<file path="src/rtl/adc_scan_seq_if.sv">
`default_nettype none
// ============================================================================
// Module      : adc_scan_seq_if
// Description : Signal bundle between the ADC scan sequencer and its user /
//               ADC front end.
//               master : drives en, trig, ADC_5000, rd_addr
//               slave  : drives st, mux_sel, rd_data, valid, busy, scan_done
// Revision    : 1.0  initial release
// ============================================================================
interface adc_scan_seq_if;
    logic        en;         // continuous scan enable
    logic        trig;       // single-scan request
    logic [11:0] ADC_5000;   // conversion result from the ADC
    logic        st;         // conversion start pulse
    logic [1:0]  mux_sel;    // analog mux channel select
    logic [1:0]  rd_addr;    // result channel to read
    logic [11:0] rd_data;    // averaged result of channel rd_addr
    logic [3:0]  valid;      // per-channel "has a result" flags
    logic        busy;       // sequencer not idle
    logic        scan_done;  // end-of-scan pulse

    modport master (
        output en, trig, ADC_5000, rd_addr,
        input  st, mux_sel, rd_data, valid, busy, scan_done
    );

    modport slave (
        input  en, trig, ADC_5000, rd_addr,
        output st, mux_sel, rd_data, valid, busy, scan_done
    );
endinterface
`default_nettype wire

</file>
<file path="src/rtl/adc_scan_seq.sv">
`default_nettype none
// ============================================================================
// Module      : adc_scan_seq
// Description : Four-channel ADC scan sequencer. For each channel it selects
//               the mux, waits SETTLE cycles, then takes 2^AVG_LOG2
//               conversions (st pulse, CONV_CYC wait, latch) and stores the
//               truncated average. Single scan on trig, continuous scans
//               separated by GAP idle cycles while en is high.
// Ports       : clk, rst  - clock, synchronous active-high reset
//               bus        - adc_scan_seq_if.slave (en, trig, ADC_5000,
//                            rd_addr in; st, mux_sel, rd_data, valid, busy,
//                            scan_done out)
// Revision    : 1.0  initial release
// ============================================================================
module adc_scan_seq #(
    parameter int SETTLE   = 16,
    parameter int CONV_CYC = 64,
    parameter int AVG_LOG2 = 2,
    parameter int GAP      = 1000
) (
    input  wire logic      clk,
    input  wire logic      rst,
    adc_scan_seq_if.slave  bus
);

    // One shared cycle counter serves SETTLE, CONV and GAP_WAIT.
    localparam int c_max_a   = (SETTLE > CONV_CYC) ? SETTLE : CONV_CYC;
    localparam int c_max_cnt = (c_max_a > GAP) ? c_max_a : GAP;
    localparam int c_cnt_w   = $clog2(c_max_cnt + 1);
    localparam int c_acc_w   = 12 + AVG_LOG2;
    localparam int c_samp_w  = AVG_LOG2 + 1;

    localparam logic [c_cnt_w-1:0]  c_settle_last = c_cnt_w'(SETTLE - 1);
    localparam logic [c_cnt_w-1:0]  c_conv_last   = c_cnt_w'(CONV_CYC - 1);
    localparam logic [c_cnt_w-1:0]  c_gap_last    = c_cnt_w'(GAP - 1);
    localparam logic [c_samp_w-1:0] c_samp_last   = c_samp_w'((1 << AVG_LOG2) - 1);

    typedef enum logic [2:0] {
        S_IDLE     = 3'd0,
        S_SETTLE   = 3'd1,
        S_START    = 3'd2,
        S_CONV     = 3'd3,
        S_LATCH    = 3'd4,
        S_GAP_WAIT = 3'd5
    } state_t;

    state_t               r_state;
    logic [c_cnt_w-1:0]   r_cnt;
    logic [c_samp_w-1:0]  r_samp;
    logic [c_acc_w-1:0]   r_acc;
    logic [1:0]           r_mux;
    logic                 r_st;
    logic                 r_busy;
    logic                 r_done;
    logic [3:0]           r_valid;
    logic [11:0]          r_result [0:3];

    logic [c_acc_w-1:0]   w_sum;
    logic [11:0]          w_avg;

    // The accumulator is wide enough for 2^AVG_LOG2 full-scale samples,
    // so the sum never wraps.
    assign w_sum = r_acc + c_acc_w'(bus.ADC_5000);
    assign w_avg = 12'(w_sum >> AVG_LOG2);

    always_ff @(posedge clk) begin
        if (rst) begin
            r_state <= S_IDLE;
            r_cnt   <= '0;
            r_samp  <= '0;
            r_acc   <= '0;
            r_mux   <= 2'd0;
            r_st    <= 1'b0;
            r_busy  <= 1'b0;
            r_done  <= 1'b0;
            r_valid <= 4'd0;
            for (int i = 0; i < 4; i++) begin
                r_result[i] <= 12'd0;
            end
        end else begin
            r_st   <= 1'b0;
            r_done <= 1'b0;
            case (r_state)
                S_IDLE: begin
                    if (bus.en || bus.trig) begin
                        r_state <= S_SETTLE;
                        r_mux   <= 2'd0;
                        r_acc   <= '0;
                        r_samp  <= '0;
                        r_cnt   <= '0;
                        r_busy  <= 1'b1;
                    end
                end
                S_SETTLE: begin
                    if (r_cnt == c_settle_last) begin
                        r_state <= S_START;
                        r_st    <= 1'b1;
                    end else begin
                        r_cnt <= r_cnt + 1'b1;
                    end
                end
                S_START: begin
                    r_state <= S_CONV;
                    r_cnt   <= '0;
                end
                S_CONV: begin
                    if (r_cnt == c_conv_last) begin
                        r_state <= S_LATCH;
                    end else begin
                        r_cnt <= r_cnt + 1'b1;
                    end
                end
                S_LATCH: begin
                    if (r_samp != c_samp_last) begin
                        // More samples on this channel: mux already settled.
                        r_acc   <= w_sum;
                        r_samp  <= r_samp + 1'b1;
                        r_state <= S_START;
                        r_st    <= 1'b1;
                    end else begin
                        r_result[r_mux] <= w_avg;
                        r_valid[r_mux]  <= 1'b1;
                        r_acc           <= '0;
                        r_samp          <= '0;
                        r_cnt           <= '0;
                        if (r_mux != 2'd3) begin
                            r_mux   <= r_mux + 2'd1;
                            r_state <= S_SETTLE;
                        end else begin
                            r_mux  <= 2'd0;
                            r_done <= 1'b1;
                            if (bus.en) begin
                                r_state <= S_GAP_WAIT;
                            end else begin
                                r_state <= S_IDLE;
                                r_busy  <= 1'b0;
                            end
                        end
                    end
                end
                S_GAP_WAIT: begin
                    if (r_cnt == c_gap_last) begin
                        r_cnt <= '0;
                        if (bus.en) begin
                            r_state <= S_SETTLE;
                        end else begin
                            r_state <= S_IDLE;
                            r_busy  <= 1'b0;
                        end
                    end else begin
                        r_cnt <= r_cnt + 1'b1;
                    end
                end
                default: begin
                    r_state <= S_IDLE;
                    r_busy  <= 1'b0;
                end
            endcase
        end
    end

    assign bus.st        = r_st;
    assign bus.mux_sel   = r_mux;
    assign bus.busy      = r_busy;
    assign bus.scan_done = r_done;
    assign bus.valid     = r_valid;
    assign bus.rd_data   = r_result[bus.rd_addr];

endmodule
`default_nettype wire
</file>
<file path="src/flat_wrapper.sv">
// flat-port wrapper written by rule: the top's interface ports become plain ports
module adc_scan_seq_flat 
#(
    parameter int SETTLE   = 16,
    parameter int CONV_CYC = 64,
    parameter int AVG_LOG2 = 2,
    parameter int GAP      = 1000
)
  (clk, rst, bus_en, bus_trig, bus_ADC_5000, bus_rd_addr, bus_st, bus_mux_sel, bus_rd_data, bus_valid, bus_busy, bus_scan_done);
  adc_scan_seq_if bus_i ();
  input  wire logic clk;
  input  wire logic rst;
  input wire logic [$bits(bus_i.en)-1:0] bus_en;
  input wire logic [$bits(bus_i.trig)-1:0] bus_trig;
  input wire logic [$bits(bus_i.ADC_5000)-1:0] bus_ADC_5000;
  input wire logic [$bits(bus_i.rd_addr)-1:0] bus_rd_addr;
  output wire logic [$bits(bus_i.st)-1:0] bus_st;
  output wire logic [$bits(bus_i.mux_sel)-1:0] bus_mux_sel;
  output wire logic [$bits(bus_i.rd_data)-1:0] bus_rd_data;
  output wire logic [$bits(bus_i.valid)-1:0] bus_valid;
  output wire logic [$bits(bus_i.busy)-1:0] bus_busy;
  output wire logic [$bits(bus_i.scan_done)-1:0] bus_scan_done;
  assign bus_i.en = bus_en;
  assign bus_i.trig = bus_trig;
  assign bus_i.ADC_5000 = bus_ADC_5000;
  assign bus_i.rd_addr = bus_rd_addr;
  assign bus_st = bus_i.st;
  assign bus_mux_sel = bus_i.mux_sel;
  assign bus_rd_data = bus_i.rd_data;
  assign bus_valid = bus_i.valid;
  assign bus_busy = bus_i.busy;
  assign bus_scan_done = bus_i.scan_done;
  adc_scan_seq #(.SETTLE(SETTLE), .CONV_CYC(CONV_CYC), .AVG_LOG2(AVG_LOG2), .GAP(GAP)) u_core (.clk(clk), .rst(rst), .bus(bus_i));
endmodule
</file>
<file path="config.mk">
export PLATFORM = sky130hd
export DESIGN_NAME = adc_scan_seq_flat
export DESIGN_NICKNAME = d
export VERILOG_FILES = /design/src/rtl/adc_scan_seq_if.sv /design/src/rtl/adc_scan_seq.sv /design/src/flat_wrapper.sv
export SDC_FILE = /design/constraint.sdc
export NUM_CORES = 1
export LEC_CHECK = 0
export CAP_MARGIN = 40
export CORE_MARGIN = 4
export CORE_UTILIZATION = 60
export CTS_BUF_LIST = sky130_fd_sc_hd__clkbuf_8
export DETAILED_ROUTE_END_ITERATION = 16
export PLACE_DENSITY = 0.8
export SLEW_MARGIN = 20
export SYNTH_ARGS = -nofsm -noshare
export SYNTH_HDL_FRONTEND = slang
export SYNTH_SLANG_ARGS = --single-unit
export TNS_END_PERCENT = 5
</file>
<file path="constraint.sdc">
create_clock -name clk -period 2.45 [get_ports clk]
set_input_delay 0.49 -clock clk [delete_from_list [all_inputs] [get_ports clk]]
set_output_delay 0.49 -clock clk [all_outputs]
set_load 0.03 [all_outputs]
</file>
Word-level counts from Yosys, hierarchy flattened
Memory sizes are Yosys's and may differ from the RTL's.
Cells that the tools add are included.
Widths: inputs -> output; s select.
- bitwise gates (word level): 4
- equality and inequality tests: 18
- $add $sub $neg: 4
- muxes and demuxes: 46
- reductions and logical operators: 14
- $lt $le $gt $ge: 2
- operator list (kind ; number):
    $pmux 10 s6 ; 1
    $mux 10 ; 5
    $mux 14 ; 2
    $pmux 14 s2 ; 1
    $mux 3 ; 9
    $pmux 3 s6 ; 1
    $mux 1 ; 17
    $add 14x12->14 ; 1
    $mux 12 ; 1
    $reduce_or 12->1 ; 1
    $add 10x1->10 const B ; 1
    $eq 10x10->1 const B ; 1
    $eq 10x4->1 const B ; 1
    $eq 10x6->1 const B ; 1
    $ne 2x2->1 const B ; 5
    $reduce_and 5->1 ; 2
    $mux 2 ; 4
    $ne 2x1->1 const B ; 4
    $eq 3x2->1 const B ; 2
    $eq 3x3->1 const B ; 2
    $pmux 3 s2 ; 1
    $reduce_bool 6->1 ; 1
    $reduce_or 3->1 ; 2
    $or 4x4->4 ; 1
    other kinds (18) ; 21
- input bits: 18
- memories kept: 1
- logic and storage cells: 98
- output and inout port bits: 21
- RAM bits: 48
- register bits: 39
- memory list (name ; depth ; bits a word ; read ports ; clocked after memory_dff ; wr ports ; RTL line ; text):
    u_core.r_result ; 4 ; 12 ; 1 ; 0 ; 4 ; adc_scan_seq.sv:56 ; logic [11:0] r_result [0:3];

Longest topological paths before layout
- depth after elaboration: 7
- depth in mapped cells: 9
- mapped depth without buffers: 9

Least setup slack after synthesis
OpenSTA, ideal clock, no wires.
- path kind: input port to flip-flop
- start: input bus_ADC_5000[4]
- end: memory u_core.r_result[0][7], data pin
- path buffers: 0
- library setup time: 0.268 ns
- cell stages on the path: 7
- arrival time: 1.993 ns
- path slack: 0.188 ns
- data required time: 2.182 ns
- cell sequence: ha_1 -> a21o_1 -> a31o_2 -> o211ai_1 -> a32oi_1 -> o221ai_1 -> nor2_1
- RTL lines (item ; RTL line ; text):
    start: declaration ; flat_wrapper.sv:15 ; input wire logic [$bits(bus_i.ADC_5000)-1:0] bus_ADC_5000;
    end: declaration ; adc_scan_seq.sv:56 ;

Final worst setup path
- start: input bus_rd_addr[0]
- end: output bus_rd_data[7]
- longest elaborated chain between the ends: 1
- ends and longest elaborated chain (item ; RTL line ; text):
    start: declaration ; flat_wrapper.sv:16 ; input wire logic [$bits(bus_i.rd_addr)-1:0] bus_rd_addr;
    $mem_v2 4x12 ; -- ;
    end: declaration ; flat_wrapper.sv:19 ; output wire logic [$bits(bus_i.rd_data)-1:0] bus_rd_data;
No other way between the ends.

==> results_dict.tcl <==
set metrics [dict create \
    antenna_found_initial 0 \
    ctsRootBufferMaster "clkbuf_8" \
    cp_max_fo 12 \
    end_kind "output pin" \
    fin_skew_ns 0.0147 \
    crit_buf_inv 3 \
    seq_area_frac_synth_pct 50.2 \
    fin_setup_tns_ns -0.185 \
    via_per_inst 5.98 \
    critPathTopFamily "buffers and inverters" \
    clock_latency_ns 0.35 \
    holdBufCountCts 0 \
    grt_first_pass_wirelength_um 17300 \
    drt-total-wl_um 10300 \
    synthCells 433 \
    wl_per_cell_um 16.6 \
    nNetsFinal 554 \
    cp.arrival_ns 2.00 \
    placed_cells 604 \
    synth-edff-count 48 \
    diodes 0 \
    clock_sinks 87 \
    syn2layout_area_growth_pct 24.6 \
    ys_warn_count 0 \
    pin_count 39 \
    outcome "complete, but fails checks" \
    final_cell_mix "nor2_1, buf_4, edfxtp_1" \
    slowest_stage "mux4_2" \
    path_depth 4 \
    clk_pin_slew_worst_paths_ns 0.07 \
    synth_ff_type "edfxtp_1" \
    hold_ws_ns 0.470 \
    avgSynthCellArea_um2 10.2 \
    drive_gt1_share_pct 20.9 \
    grt_pass1_vias 3610 \
    cts_max_level 3 \
    hold_viol 0 \
    start_kind "input port" \
    reg2reg_depth 8 \
    synth_cell_types 59 \
    ir_worst_vdd_mv 0.431 \
    setup_slack_ns -0.0429 \
    hold_path_class "reg -> reg" \
    synth_fp_nets 470 \
    p_leak_nw 2.18 \
    p_per_area_mw_per_mm2 744 \
    initial_core_util_pct 61.3 \
    gr-total-overflow 0 \
    cp_cell_sequence "clkdlybuf4s50_1 > buf_12 > mux4_2 > clkdlybuf4s15_2" \
    finalPower_mw 4.10 \
    relSlewSlack_pct 58.8 \
    remaining_drc_errors 0 \
    violations "setup timing" \
    drv_cap 0 \
    hpwl_um 7560 \
    design.die.area_mm2 0.00881 \
    die_h_um 93.9 \
    stdcell_count 621 \
    post-route-util_pct 76.4 \
    rsz0062_at_grt "true" \
    syn_area_mm2 0.00442 \
    seqCellArea_mm2 0.00222 \
    ys_seq_elements 87 \
    clock_path_buffers 2 \
    die_w_um 93.9 \
    hold_depth 2 \
    worstSetupPathType "in -> out" \
    final_common_cell "nor2_1" \
    multi_input_area_mm2 0.00212 \
    port_buffers 38 \
    core_area_mm2 0.00721 \
    via_count 3711 \
    rows 31 \
    max_freq_ghz 0.401 \
    slowest_delay_ns 0.52 \
    drtAntennaViolNets 0 \
    stdcell_area_mm2 0.00551 \
    drv_slew 0 \
    globalRouteTotalUtil_pct 25.1 \
    grt_max_degree 29 \
    synthArstFlopShare_pct 0 \
    pre_cts_ws_ns -0.363 \
    cts_made_buffers 9 \
    cp_data_required_time_ns 1.96 \
    fin_crit_sh_pct 102 \
    placed_area_mm2 0.00528 \
    fin_crit_ns 2.49 \
    fillerInstances 505 \
    drtIter0Drc 343 \
    worstMarginPinSlew_ns 0.614 \
    routabilityCongestion 0.879 \
    setup_viol 10 \
    cts_tree "built" \
    drt-pass1-iter-count 5 \
]
repair_timing:
action / 4_1_cts / 5_1_grt
buffers inserted: 0 / 1
gates cloned: 0 / 0
pin swaps: 1 / 5
setup endpoints to repair: 16 / 37
gates resized for setup: 40 / 11
worst paths after layout:
path | start | endpoint | slack, ns
worst max-delay path | bus_rd_addr[0] | bus_rd_data[7] | -0.04
worst min-delay path | u_core.r_acc[11]$_SDFFE_PP0P_ | u_core.r_acc[11]$_SDFFE_PP0P_ | 0.47
worst max register to register | u_core.r_acc[4]$_SDFFE_PP0P_ | u_core.r_result[3][7]$_DFFE_PP_ | 0.20
worst min register to register | u_core.r_acc[11]$_SDFFE_PP0P_ | u_core.r_acc[11]$_SDFFE_PP0P_ | 0.47
logic make-up after synthesis:
kind of cell	synth area share (%)
buf+inv	3.00
xor+xnor	1.58
mux	6.56
fa+ha+maj	5.54
compound gates	14.7
simple gates	18.4
flops	50.2
flip-flops by register name, indices dropped and copies added (netlist names):
| name | flops |
|---|---|
| u_core.r_result | 48 |
| u_core.r_acc | 14 |
| u_core.r_cnt | 10 |
| u_core.bus.valid | 4 |
| u_core.r_samp | 3 |
| u_core.r_state | 3 |
| u_core.bus.mux_sel | 2 |
| u_core.bus.busy | 1 |
| u_core.bus.scan_done | 1 |
| u_core.bus.st | 1 |
synth_stat cells (3+ instances only):
cell type,instances,area (µm²)
nor2_1,87,327
edfxtp_1,48,1440
dfxtp_1,39,781
a21oi_1,30,150
nand2_1,26,97.6
ha_1,18,225
clkbuf_1,15,56.3
o21ai_0,15,75.1
nand3_1,14,70.1
mux4_2,12,270
inv_1,11,41.3
nor3_1,10,50.1
a21o_1,8,60.1
and3_1,7,43.8
o21ai_1,7,35.0
a2bb2oi_1,5,43.8
or3_1,5,31.3
a22oi_1,4,30.0
buf_2,4,20.0
nand3b_1,4,30.0
nor2b_1,4,25.0
xnor2_1,4,35.0
xor2_1,4,35.0
a31oi_1,3,18.8
and2_1,3,18.8
o211a_1,3,30.0
tightest hold or removal path, cell delays in order (launching register included):
cell	delay [ns]
dfxtp_1	0.32
nand2_1	0.05
o21ai_1	0.05
layer usage:
metal	share of wire, %	track usage, %
met1	43	34.1
met2	50	41.8
met3	6.1	2.88
met4	1.4	8.90
met5	0	0
area by class of cell:
type                    count  share of cell area (%)
flip-flops and latches     87                    40.3
inverters                  12                   0.817
clock buffers               9                    2.25
multi-input cells         314                    38.5
repair buffers             93                    15.2
clock inverters             7                   0.749
well taps                  99                    2.25
where the power goes:
| group | switching [mW] | total [mW] | internal, mW | leakage (nW) |
|---|---|---|---|---|
| logic | 0.847 | 1.50 | 0.651 | 1.28 |
| clock network | 0.496 | 0.856 | 0.361 | 0.0858 |
| registers | 0.105 | 1.75 | 1.64 | 0.811 |
Note: power is estimated with default switching activity, not from simulation.
